<file path="config.mk">
export PLATFORM = sky130hd
export DESIGN_NAME = cond_unit_it
export DESIGN_NICKNAME = d
export VERILOG_FILES = /design/src/rtl/cond_pkg.sv /design/src/rtl/cond_eval.sv /design/src/rtl/cond_unit_it.sv
export SDC_FILE = /design/constraint.sdc
export NUM_CORES = 1
export LEC_CHECK = 0
export ABC_AREA = 0
export BUFFER_PORTS_ARGS = -buffer_cell sky130_fd_sc_hd__buf_2
export CAP_MARGIN = 40
export CORE_MARGIN = 4
export CORE_UTILIZATION = 31
export CTS_CLUSTER_DIAMETER = 40
export DETAILED_ROUTE_END_ITERATION = 7
export PLACE_DENSITY_LB_ADDON = 0.1
export REMOVE_ABC_BUFFERS = 1
export SLEW_MARGIN = 30
export SYNTH_ARGS = -nofsm -noshare
export SYNTH_HDL_FRONTEND = slang
export SYNTH_SLANG_ARGS = --single-unit
</file>
<file path="constraint.sdc">
create_clock -name clk -period 1.2 [get_ports clk]
set_input_delay 0.12 -clock clk [delete_from_list [all_inputs] [get_ports clk]]
set_output_delay 0.12 -clock clk [all_outputs]
set_load 0.05 [all_outputs]
</file>
<file path="src/rtl/cond_pkg.sv">
// Shared encodings for the conditional-execution unit: ARM condition codes,
// flag bit positions and IT sequencer states.
package cond_pkg;

  localparam logic [3:0] COND_EQ = 4'b0000;
  localparam logic [3:0] COND_NE = 4'b0001;
  localparam logic [3:0] COND_CS = 4'b0010;
  localparam logic [3:0] COND_CC = 4'b0011;
  localparam logic [3:0] COND_MI = 4'b0100;
  localparam logic [3:0] COND_PL = 4'b0101;
  localparam logic [3:0] COND_VS = 4'b0110;
  localparam logic [3:0] COND_VC = 4'b0111;
  localparam logic [3:0] COND_HI = 4'b1000;
  localparam logic [3:0] COND_LS = 4'b1001;
  localparam logic [3:0] COND_GE = 4'b1010;
  localparam logic [3:0] COND_LT = 4'b1011;
  localparam logic [3:0] COND_GT = 4'b1100;
  localparam logic [3:0] COND_LE = 4'b1101;
  localparam logic [3:0] COND_AL = 4'b1110;
  localparam logic [3:0] COND_NV = 4'b1111;

  localparam int unsigned FLAG_N = 3;
  localparam int unsigned FLAG_Z = 2;
  localparam int unsigned FLAG_C = 1;
  localparam int unsigned FLAG_V = 0;

  typedef enum logic {
    IT_IDLE   = 1'b0,
    IT_ACTIVE = 1'b1
  } it_state_e;

endpackage

</file>
<file path="src/rtl/cond_eval.sv">
// Combinational ARM condition-code evaluator over the N,Z,C,V flag nibble.
module cond_eval
  import cond_pkg::*;
(
  input  logic [3:0] cond,
  input  logic [3:0] flags,
  output logic       ex
);

  logic n, z, c, v;

  always_comb begin
    n  = flags[FLAG_N];
    z  = flags[FLAG_Z];
    c  = flags[FLAG_C];
    v  = flags[FLAG_V];
    ex = 1'b0;
    unique case (cond)
      COND_EQ: ex = z;
      COND_NE: ex = ~z;
      COND_CS: ex = c;
      COND_CC: ex = ~c;
      COND_MI: ex = n;
      COND_PL: ex = ~n;
      COND_VS: ex = v;
      COND_VC: ex = ~v;
      COND_HI: ex = c & ~z;
      COND_LS: ex = ~c | z;
      COND_GE: ex = ~(n ^ v);
      COND_LT: ex = n ^ v;
      COND_GT: ex = ~z & ~(n ^ v);
      COND_LE: ex = z | (n ^ v);
      COND_AL: ex = 1'b1;
      COND_NV: ex = 1'b0;
      default: ex = 1'b0;
    endcase
  end

endmodule

</file>
<file path="src/rtl/cond_unit_it.sv">
// Conditional-execution unit: flag register, registered CondEx, write gating and
// an optional IT-block sequencer built only when COND_IT_EN is defined.
module cond_unit_it
  import cond_pkg::*;
#(
  parameter int unsigned FLAG_W    = 4,
  parameter int unsigned FLAGW_GRP = 2,
  parameter int unsigned IT_MAX    = 4
) (
  input  logic                         clk,
  input  logic                         reset,
  input  logic [3:0]                   Cond,
  input  logic [FLAG_W-1:0]            ALUFlags,
  input  logic [FLAGW_GRP-1:0]         FlagW,
  input  logic                         CondLatch,
  input  logic                         FlagLatch,
  input  logic                         PCS,
  input  logic                         NextPC,
  input  logic                         RegW,
  input  logic                         MemW,
  input  logic                         InstrDone,
  input  logic                         ITStart,
  input  logic [3:0]                   ITCond,
  input  logic [IT_MAX-1:0]            ITMask,
  input  logic [$clog2(IT_MAX+1)-1:0]  ITLen,
  output logic                         PCWrite,
  output logic                         RegWrite,
  output logic                         MemWrite,
  output logic [FLAG_W-1:0]            Flags,
  output logic                         CondExQ,
  output logic                         ITActive,
  output logic [$clog2(IT_MAX+1)-1:0]  ITRemain,
  output logic                         ITErr
);

  localparam int unsigned LW = $clog2(IT_MAX + 1);
  localparam int unsigned GW = FLAG_W / FLAGW_GRP;
  localparam logic [LW-1:0] IT_MAX_L = LW'(IT_MAX);

  logic [FLAG_W-1:0] flags_q, flags_d;
  logic              cond_ex_q, cond_ex_d;
  logic [3:0]        eff_cond;
  logic              ex;

  cond_eval u_cond_eval (
    .cond  (eff_cond),
    .flags (flags_q[3:0]),
    .ex    (ex)
  );

  // Evaluation sees pre-write flags because both registers update on the same edge.
  always_comb begin
    flags_d = flags_q;
    for (int g = 0; g < int'(FLAGW_GRP); g++) begin
      if (FlagLatch && FlagW[g] && cond_ex_q) begin
        flags_d[g*GW +: GW] = ALUFlags[g*GW +: GW];
      end
    end
    cond_ex_d = CondLatch ? ex : cond_ex_q;
  end

  always_ff @(posedge clk) begin
    if (!reset) begin
      flags_q   <= '0;
      cond_ex_q <= 1'b0;
    end else begin
      flags_q   <= flags_d;
      cond_ex_q <= cond_ex_d;
    end
  end

  assign Flags    = flags_q;
  assign CondExQ  = cond_ex_q;
  assign MemWrite = cond_ex_q & MemW;
  assign RegWrite = cond_ex_q & RegW;
  assign PCWrite  = NextPC | (PCS & cond_ex_q);

`ifdef COND_IT_EN
  it_state_e         state_q, state_d;
  logic [IT_MAX-1:0] mask_q, mask_d;
  logic [3:0]        it_cond_q, it_cond_d;
  logic [LW-1:0]     remain_q, remain_d;
  logic              err_q, err_d;

  // Else slots invert the low condition bit, which flips each code to its complement.
  assign eff_cond = (state_q == IT_ACTIVE) ? {it_cond_q[3:1], it_cond_q[0] ^ ~mask_q[0]} : Cond;

  always_comb begin
    state_d   = state_q;
    mask_d    = mask_q;
    it_cond_d = it_cond_q;
    remain_d  = remain_q;
    err_d     = err_q;
    case (state_q)
      IT_IDLE: begin
        if (ITStart) begin
          if (ITLen != '0 && ITLen <= IT_MAX_L) begin
            state_d   = IT_ACTIVE;
            mask_d    = ITMask;
            it_cond_d = ITCond;
            remain_d  = ITLen;
          end else begin
            err_d = 1'b1;
          end
        end
      end
      IT_ACTIVE: begin
        if (ITStart) begin
          err_d = 1'b1;
        end
        if (InstrDone) begin
          if (PCS && cond_ex_q) begin
            state_d  = IT_IDLE;
            remain_d = '0;
          end else begin
            mask_d   = mask_q >> 1;
            remain_d = remain_q - LW'(1);
            if (remain_q == LW'(1)) begin
              state_d = IT_IDLE;
            end
          end
        end
      end
      default: state_d = IT_IDLE;
    endcase
  end

  always_ff @(posedge clk) begin
    if (!reset) begin
      state_q   <= IT_IDLE;
      mask_q    <= '0;
      it_cond_q <= '0;
      remain_q  <= '0;
      err_q     <= 1'b0;
    end else begin
      state_q   <= state_d;
      mask_q    <= mask_d;
      it_cond_q <= it_cond_d;
      remain_q  <= remain_d;
      err_q     <= err_d;
    end
  end

  assign ITActive = (state_q == IT_ACTIVE);
  assign ITRemain = remain_q;
  assign ITErr    = err_q;
`else
  logic unused_it;
  assign unused_it = ^{ITStart, ITCond, ITMask, ITLen, InstrDone};
  assign eff_cond  = Cond;
  assign ITActive  = 1'b0;
  assign ITRemain  = '0;
  assign ITErr     = 1'b0;
`endif

endmodule

</file>
==> flow_metrics.tcl, run 1 <==
set metrics [dict create \
    synth_cell_types 28 \
    worstPathMaxFanout 5 \
    cts_made_buffers 3 \
    placed_cells 98 \
    gp_congestion 0.704 \
    wirelength_microns 1240 \
    htreeDepth 1 \
    post-route-cell-area_sq_um 679 \
    violations "setup timing" \
    ys.flop_type "dfxtp_1" \
    p_per_area_mw_per_mm2 864 \
    grt_max_degree 8 \
    async_reset_ff_frac 0 \
    yosysTopAreaCellShare 0.224 \
    stdcell_count 102 \
    wl_per_cell_microns 12.2 \
    syn-cell-area_sq_um 447 \
    n_fill_cell 146 \
    crit_end "CondExQ$_SDFFE_PN0P_" \
    setup_viol 1 \
    p_leak_uw 0.000353 \
    io-pin-count 44 \
    rsz0062_at_grt "true" \
    die_h_microns 46.0 \
    cts_tree "built" \
    grt_pass1_wl_microns 1830 \
    rr_worst_depth 5 \
    drive_gt1_frac 0.517 \
    crit_required_ns 1.40 \
    final_cell_mix "buf_2, buf_4, nor2b_1, mux2i_1, conb_1" \
    ant_nets 0 \
    setup_ws_ns -0.0125 \
    hold_violations 0 \
    avgSynthCellArea_sq_um 8.43 \
    drt-vias-per-instance 4.81 \
    synth.area.top_cells "dfxtp_1, mux2i_1, buf_4" \
    cts_hold_buf 0 \
    cap_violations 0 \
    grt_overflow 0 \
    min_period_ns 1.21 \
    worstSetupStartpointType "flip-flop" \
    min_path_type "primary input to flip-flop" \
    seq_area_frac_synth 0.224 \
    track_usage 0.123 \
    path_clk_slew_ns 0.05 \
    post-dp-hpwl_microns 956 \
    max_freq_mhz 825 \
    cts.path.max_buffers 2 \
    fin_crit_sh 1.01 \
    arrival_ns 1.41 \
    drt_pass1_iterations 4 \
    drt_iter0_drc 15 \
    layout.nets 119 \
    antenna_found_initial 0 \
    clock_latency_ns 0.25 \
    startpoint "Flags[3]$_SDFFE_PN0P_" \
    numClockSinks 5 \
    die_area_sq_mm 0.00211 \
    port_buffers 25 \
    ys_ff_latch 5 \
    dpl_cell_area_sq_um 612 \
    diodes 0 \
    final.setup.tns_ns -0.0125 \
    r2r_start "Flags[3]$_SDFFE_PN0P_" \
    area_growth_pct 52.1 \
    mostFrequentLayoutCell "buf_2" \
    num_rows 13 \
    reg2reg_slack_ns -0.01 \
    drc_errors 0 \
    synth_edf_count 0 \
    syn_inst 53 \
    start_util 0.335 \
    die_x_microns 46.0 \
    cp-end-kind "flip-flop" \
    grt_pass1_vias 434 \
    drv_slew 0 \
    finalClockSkew_ns 0.00441 \
    ir_worst_vdd_mv 0.624 \
    yosys_warnings 0 \
    place_ws_ns -0.114 \
    core_sq_mm 0.00133 \
    path_class "flip-flop to flip-flop" \
    outcome "finished, violations left" \
    reg2reg_to "CondExQ$_SDFFE_PN0P_" \
    vias 491 \
    synth_largest_area_cell "dfxtp_1" \
    clk_root_buffer_cell "clkbuf_4" \
]
routing by layer:
metal / GRT usage / part of all wire
met1: 0.128 / 0.37
met4: 0.0511 / 0
met2: 0.214 / 0.50
met5: 0 / 0
met3: 0.0514 / 0.13
cells in the mapped netlist (2+ instances only):
master and number:
buf_4 5, and2_1 2, nor2_1 2, mux2i_1 5, nor3_1 2, dfxtp_1 5, xnor2_1 2, nand3_1 3
nor2b_1 6, nand3b_1 2, nand2_1 2
worst max-delay path, stage by stage, from the launching register on:
cell and delay [ns]:
dfxtp_2 0.35, mux2_4 0.27, a211oi_2 0.21, a211oi_2 0.07, o22ai_1 0.11, and3_1 0.15
worst min-delay path by stage:
stage	from	slack, ns	end	cells after the start
CTS	ALUFlags[2]	0.13	Flags[2]$_SDFFE_PN0P_	3
detailed placement	ALUFlags[0]	0.38	Flags[0]$_SDFFE_PN0P_	3
finish	ALUFlags[2]	0.13	Flags[2]$_SDFFE_PN0P_	3
floorplan	reset	0.25	Flags[0]$_SDFFE_PN0P_	1
global placement	ALUFlags[1]	0.37	Flags[1]$_SDFFE_PN0P_	3
global route	ALUFlags[1]	0.14	Flags[1]$_SDFFE_PN0P_	3
stage by stage:
step	total power (uW)	hold slack, ns	util
floorplan	299	0.248	-
global placement	371	0.372	0.459
detailed placement	371	0.381	0.459
CTS	590	0.125	0.501
global route	621	0.145	0.509
finish	587	0.126	0.509
what timing repair did:
item	4_1_cts	5_1_grt
setup buffers	0	0
pin swaps	1	0
setup endpoints to repair	4	4
gates resized for setup	10	3
power by group:
group | total [uW] | internal, uW | switching, uW | leakage [uW]
Combinational | 206 | 79.5 | 126 | 0.000296
Sequential | 177 | 172 | 4.71 | 0.0000426
Clock | 204 | 126 | 77.9 | 0.0000150
cell type report:
| cell class | count | area (sq um) | area share |
|---|---|---|---|
| timing repair buffer | 33 | 204 | 0.300 |
| multi-input combinational | 44 | 322 | 0.473 |
| inverter | 1 | 3.75 | 0.00552 |
| tap | 15 | 18.8 | 0.0276 |
| sequential | 5 | 105 | 0.155 |
| clock buffer | 4 | 26.3 | 0.0387 |
kinds of logic after synthesis:
family                    synth area share
other                              0.00840
buffers and inverters                0.129
xor gates and xnor gates            0.0392
DFF                                  0.224
and+or+nand+nor                      0.322
AOI/OAI and AO/OA                    0.132
muxes                                0.146
registers in the layout (all words and copies together), names as in the netlist:
register / flops
CondExQ: 1
Flags: 4
Note: power is estimated with default switching activity, not from simulation.
==> run 2, diff against run 1 <==
==> constraint.sdc (replaced) <==
create_clock -name clk -period 1 [get_ports clk]
set_input_delay 0.1 -clock clk [delete_from_list [all_inputs] [get_ports clk]]
set_output_delay 0.1 -clock clk [all_outputs]
set_load 0.05 [all_outputs]
==> run 2 against run 1 <==
Fmax is 2.2% lower. First-iteration DRC count down 47%. The run still ends with setup timing left. Sequential share of layout area decreased by 2.4 points. Sequential cell count did not move. Largest power group unchanged. Final area up 24%. Clock power rose by 20%. Global-route usage up 2.8 points. Setup slack worse by 0.23 ns. Cell count up 6.9%.
==> flow_metrics.tcl, run 2 (synthesis gave the netlist of run 1 again) <==
set metrics [dict create \
    grt_pass1_wl_microns 2210 \
    hold_ws_ns 0.105 \
    htreeDepth 1 \
    clock_latency_ns 0.25 \
    layout.nets 126 \
    track_usage 0.151 \
    crit_buf_inv 0 \
    min_period_ns 1.24 \
    outcome "finished, violations left" \
    worstSetupStartpointType "flip-flop" \
    p_per_area_mw_per_mm2 888 \
    finalClockSkew_ns 0.00173 \
    drc_errors 0 \
    ant_nets 0 \
    cp-end-kind "flip-flop" \
    max_freq_mhz 807 \
    setup_ws_ns -0.240 \
    hold_violations 0 \
    setup_viol 5 \
    crit_required_ns 1.14 \
    wirelength_microns 1410 \
    seq_area_sq_um 110 \
    die_h_microns 46.0 \
    port_buffers 25 \
    start_util 0.335 \
    min_path_type "primary input to flip-flop" \
    crit_chain "xnor2_4 > nor4b_2 > nor3_2 > o221ai_1 > and3_1" \
    drt_iter0_drc 8 \
    antenna_found_initial 0 \
    grt_max_degree 8 \
    cts_made_buffers 3 \
    cp_top_family "simple AND/OR/NAND/NOR gates" \
    cts.path.max_buffers 2 \
    grt_overflow 0 \
    p_leak_uw 0.000407 \
    largest_reg_flops 4 \
    wl_per_cell_microns 12.9 \
    violations "setup timing" \
    grt_pass1_vias 527 \
    vias 528 \
    diodes 0 \
    post-route-cell-area_sq_um 841 \
    n_fill_cell 120 \
    cts_tree "built" \
    io-pin-count 44 \
    path_class "flip-flop to flip-flop" \
    dpl_cell_area_sq_um 649 \
    drive_gt1_frac 0.596 \
    core_sq_mm 0.00133 \
    gp_congestion 0.751 \
    multiInputGateArea_sq_um 364 \
    die_x_microns 46.0 \
    arrival_ns 1.38 \
    place_ws_ns -0.349 \
    fin_crit_sh 1.24 \
    drt-vias-per-instance 4.84 \
    rsz0062_at_grt "true" \
    clk_root_buffer_cell "clkbuf_4" \
    cpMaxStageDelayCell "dfxtp_4" \
    die_area_sq_mm 0.00211 \
    final_cell_mix "buf_2, buf_4, nor2b_1, buf_6" \
    final.setup.tns_ns -0.663 \
    area_growth_pct 88.2 \
    worstPathMaxFanout 4 \
    drv_slew 0 \
    numClockSinks 5 \
    post-dp-hpwl_microns 1020 \
    cap_violations 0 \
    ir_worst_vdd_mv 0.756 \
    path_clk_slew_ns 0.04 \
    drt_pass1_iterations 2 \
    slowest_delay_ns 0.36 \
    num_rows 13 \
    mostFrequentLayoutCell "buf_2" \
]
==> run 2: cell count changes in the layout (fill, tap and decap cells not counted), sizes merged <==
cell  previous run  this run
buf             33        40
==> run 2: area by class of cell <==
cell class                      count  share of cell area
Multi-Input combinational cell     44               0.433
Timing Repair Buffer               40               0.378
Clock buffer                        4              0.0313
Tap cell                           15              0.0223
Inverter                            1             0.00446
Sequential cell                     5               0.131
==> run 2: metal layers <==
metal,global-route usage,share of wire
met5,0,0
met4,0.114,0.055
met3,0.0474,0.10
met2,0.255,0.52
met1,0.152,0.32
==> run 2: repair_timing <==
action / in CTS / in global routing
resized for setup: 29 / 10
buffers inserted: 2 / 0
endpoints found under the setup margin: 9 / 11
pin swaps: 6 / 2
hold buffers: 0 / 0
==> run 2: path summary, 6_finish.rpt <==
check | startpoint | to | slack [ns] | cells past startpoint
worst min register to register | Flags[2]$_SDFFE_PN0P_ | Flags[2]$_SDFFE_PN0P_ | 0.56 | 2
worst min-delay path | ALUFlags[1] | Flags[1]$_SDFFE_PN0P_ | 0.11 | 3
worst max register to register | Flags[0]$_SDFFE_PN0P_ | CondExQ$_SDFFE_PN0P_ | -0.24 | 5
worst max-delay path | Flags[0]$_SDFFE_PN0P_ | CondExQ$_SDFFE_PN0P_ | -0.24 | 5
==> run 2: worst reg2reg max path: stages (launching register included) <==
cell and delay [ns]:
dfxtp_4 0.36, xnor2_4 0.21, nor4b_2 0.09, nor3_2 0.19
o221ai_1 0.14, and3_1 0.16
==> run 2: per-stage QoR <==
| stage | total power, uW | cells | util |
|---|---|---|---|
| finish | 747 | 109 | 0.630 |
| global route | 805 | 109 | 0.630 |
| CTS | 735 | 109 | 0.594 |
| detailed placement | 459 | 103 | 0.487 |
| global placement | 459 | 103 | 0.487 |
| floorplan | 359 | 50 | - |
==> run 2: report_power, final <==
| part | switching [uW] | total, uW | internal, uW |
|---|---|---|---|
| clock network | 92.1 | 244 | 151 |
| registers | 6.99 | 209 | 202 |
| logic | 163 | 294 | 131 |
| total | 262 | 747 | 485 |
==> run 3, diff against run 2 <==
--- a/config.mk
+++ b/config.mk
@@ -8,10 +8,13 @@
 export ABC_AREA = 0
 export BUFFER_PORTS_ARGS = -buffer_cell sky130_fd_sc_hd__buf_2
 export CAP_MARGIN = 40
+export CELL_PAD_IN_SITES_DETAIL_PLACEMENT = 0
+export CELL_PAD_IN_SITES_GLOBAL_PLACEMENT = 1
 export CORE_MARGIN = 4
-export CORE_UTILIZATION = 31
+export CORE_UTILIZATION = 20
 export CTS_CLUSTER_DIAMETER = 40
 export DETAILED_ROUTE_END_ITERATION = 7
+export HOLD_SLACK_MARGIN = 0.15
 export PLACE_DENSITY_LB_ADDON = 0.1
 export REMOVE_ABC_BUFFERS = 1
 export SLEW_MARGIN = 30
==> run 3 against run 2 <==
The flow still finishes with violations (setup timing). Register-to-register slack improved by 0.02 ns. Non-clock buffer count rose by 6. Global-route usage fell by 5.6 points. Core utilization fell by 21 points. Hold slack improved by 0.13 ns. Sequential share of layout area fell by 0.72 points. Largest cell class is now buffers. Largest power group unchanged. Highest routed layer is now met3.
==> flow_metrics.tcl, run 3 (synthesis gave the netlist of run 1 again) <==
set metrics [dict create \
    grt_overflow 0 \
    hold_violations 0 \
    gp_congestion 0.687 \
    finalClockSkew_ns 0.00260 \
    crit_chain "xnor2_2 > nor4b_1 > nor3_1 > o221ai_1 > and3_1" \
    cts_made_buffers 3 \
    ir_worst_vdd_mv 0.554 \
    mostFrequentLayoutCell "buf_2" \
    min_path_cells 3 \
    clk_root_buffer_cell "clkbuf_4" \
    largest_reg_flops 4 \
    cpMaxStageDelayCell "dfxtp_2" \
    placed_cells 119 \
    min_period_ns 1.22 \
    arrival_ns 1.36 \
    ant_nets 0 \
    diodes 0 \
    cts.path.max_buffers 2 \
    p_leak_uw 0.000421 \
    layout.nets 132 \
    numClockSinks 5 \
    p_per_area_mw_per_mm2 885 \
    final_cell_mix "buf_2, buf_4, buf_6, nor2b_1" \
    worstPathMaxFanout 4 \
    start_util 0.219 \
    setup_viol 4 \
    post-dp-hpwl_microns 1110 \
    min-delay-start "reset" \
    drc_errors 0 \
    rsz0062_at_grt "true" \
    reg2reg_to "CondExQ$_SDFFE_PN0P_" \
    crit_buf_inv 0 \
    port_buffers 25 \
    cp-end-kind "flip-flop" \
    core_sq_mm 0.00204 \
    htreeDepth 1 \
    setup_ws_ns -0.219 \
    die_area_sq_mm 0.00305 \
    track_usage 0.0948 \
    cp_top_family "simple AND/OR/NAND/NOR gates" \
    min_to "Flags[3]$_SDFFE_PN0P_" \
    cts_tree "built" \
    post-route-cell-area_sq_um 850 \
    cp.depth 5 \
    outcome "finished, violations left" \
    cap_violations 0 \
    grt_pass1_vias 544 \
    finalCoreUtilization 0.416 \
    wl_per_cell_microns 11.4 \
    fin_crit_sh 1.22 \
    drv_slew 0 \
    die_x_microns 55.3 \
    clock_latency_ns 0.24 \
    rr_worst_depth 5 \
    area_growth_pct 90.2 \
    drt-vias-per-instance 4.20 \
    drt_pass1_iterations 3 \
    grt_pass1_wl_microns 2280 \
    reg2reg_slack_ns -0.22 \
    die_h_microns 55.3 \
    violations "setup timing" \
    path_class "flip-flop to flip-flop" \
    wirelength_microns 1450 \
    crit_required_ns 1.14 \
    vias 533 \
    max_freq_mhz 821 \
    slowest_delay_ns 0.33 \
    path_clk_slew_ns 0.05 \
    final.setup.tns_ns -0.556 \
    dpl_cell_area_sq_um 694 \
    post_cts_buffers 0 \
    r2r_start "Flags[0]$_SDFFE_PN0P_" \
    antenna_found_initial 0 \
    worstSetupStartpointType "flip-flop" \
    grt_max_degree 9 \
    stdcell_count 127 \
    min_path_type "primary input to flip-flop" \
    io-pin-count 44 \
    num_rows 16 \
    drive_gt1_frac 0.550 \
    drt_iter0_drc 6 \
]
[run 3: worst max path at each step]
stage / from / end / slack (ns)
finish: Flags[0]$_SDFFE_PN0P_ / CondExQ$_SDFFE_PN0P_ / -0.22
global route: Flags[3]$_SDFFE_PN0P_ / CondExQ$_SDFFE_PN0P_ / -0.29
CTS: Flags[3]$_SDFFE_PN0P_ / CondExQ$_SDFFE_PN0P_ / -0.22
detailed placement: Flags[3]$_SDFFE_PN0P_ / CondExQ$_SDFFE_PN0P_ / -0.31
global placement: Flags[3]$_SDFFE_PN0P_ / CondExQ$_SDFFE_PN0P_ / -0.33
floorplan: Flags[1]$_SDFFE_PN0P_ / CondExQ$_SDFFE_PN0P_ / -0.56
[run 3: what timing repair did]
action / CTS / global route
endpoints found under the hold margin: 4 / 0
gates resized for setup: 22 / 5
hold buffers: 4 / 0
setup endpoints to repair: 9 / 12
pin swaps: 3 / 0
[run 3: final cells by class]
class / count / area, sq um
fill: 235 / 1190
timing repair buffer: 46 / 354
multi-input combinational: 44 / 327
sequential: 5 / 105
tap: 27 / 33.8
clock buffer: 4 / 26.3
inverter: 1 / 3.75
[run 3: metrics by stage]
stage	worst slack (ns)	total power, uW	hold slack [ns]
after global routing	-0.289	799	0.240
final	-0.219	752	0.231
after CTS	-0.221	758	0.231
after global placement	-0.326	473	0.357
after detailed placement	-0.309	473	0.358
after floorplan	-0.561	359	0.228
[run 3: worst reg2reg max path: cells and delay by family, from the launching register on]
family	cells	cell delay, ns
DFF	1	0.33
xor gates and xnor gates	1	0.22
AOI/OAI and AO/OA	1	0.13
and+or+nand+nor	3	0.45
[run 3: metal layers]
| metal | part of all wire | global-route usage |
|---|---|---|
| met1 | 0.41 | 0.0996 |
| met2 | 0.50 | 0.167 |
| met3 | 0.086 | 0.0490 |
| met4 | 0 | 0.0208 |
| met5 | 0 | 0 |
[run 3: report_power, final]
group / leakage [uW] / internal (uW) / switching, uW
combinational: 0.000363 / 136 / 163
clock: 0.0000150 / 151 / 89.0
sequential: 0.0000426 / 207 / 5.99
total: 0.000421 / 494 / 258
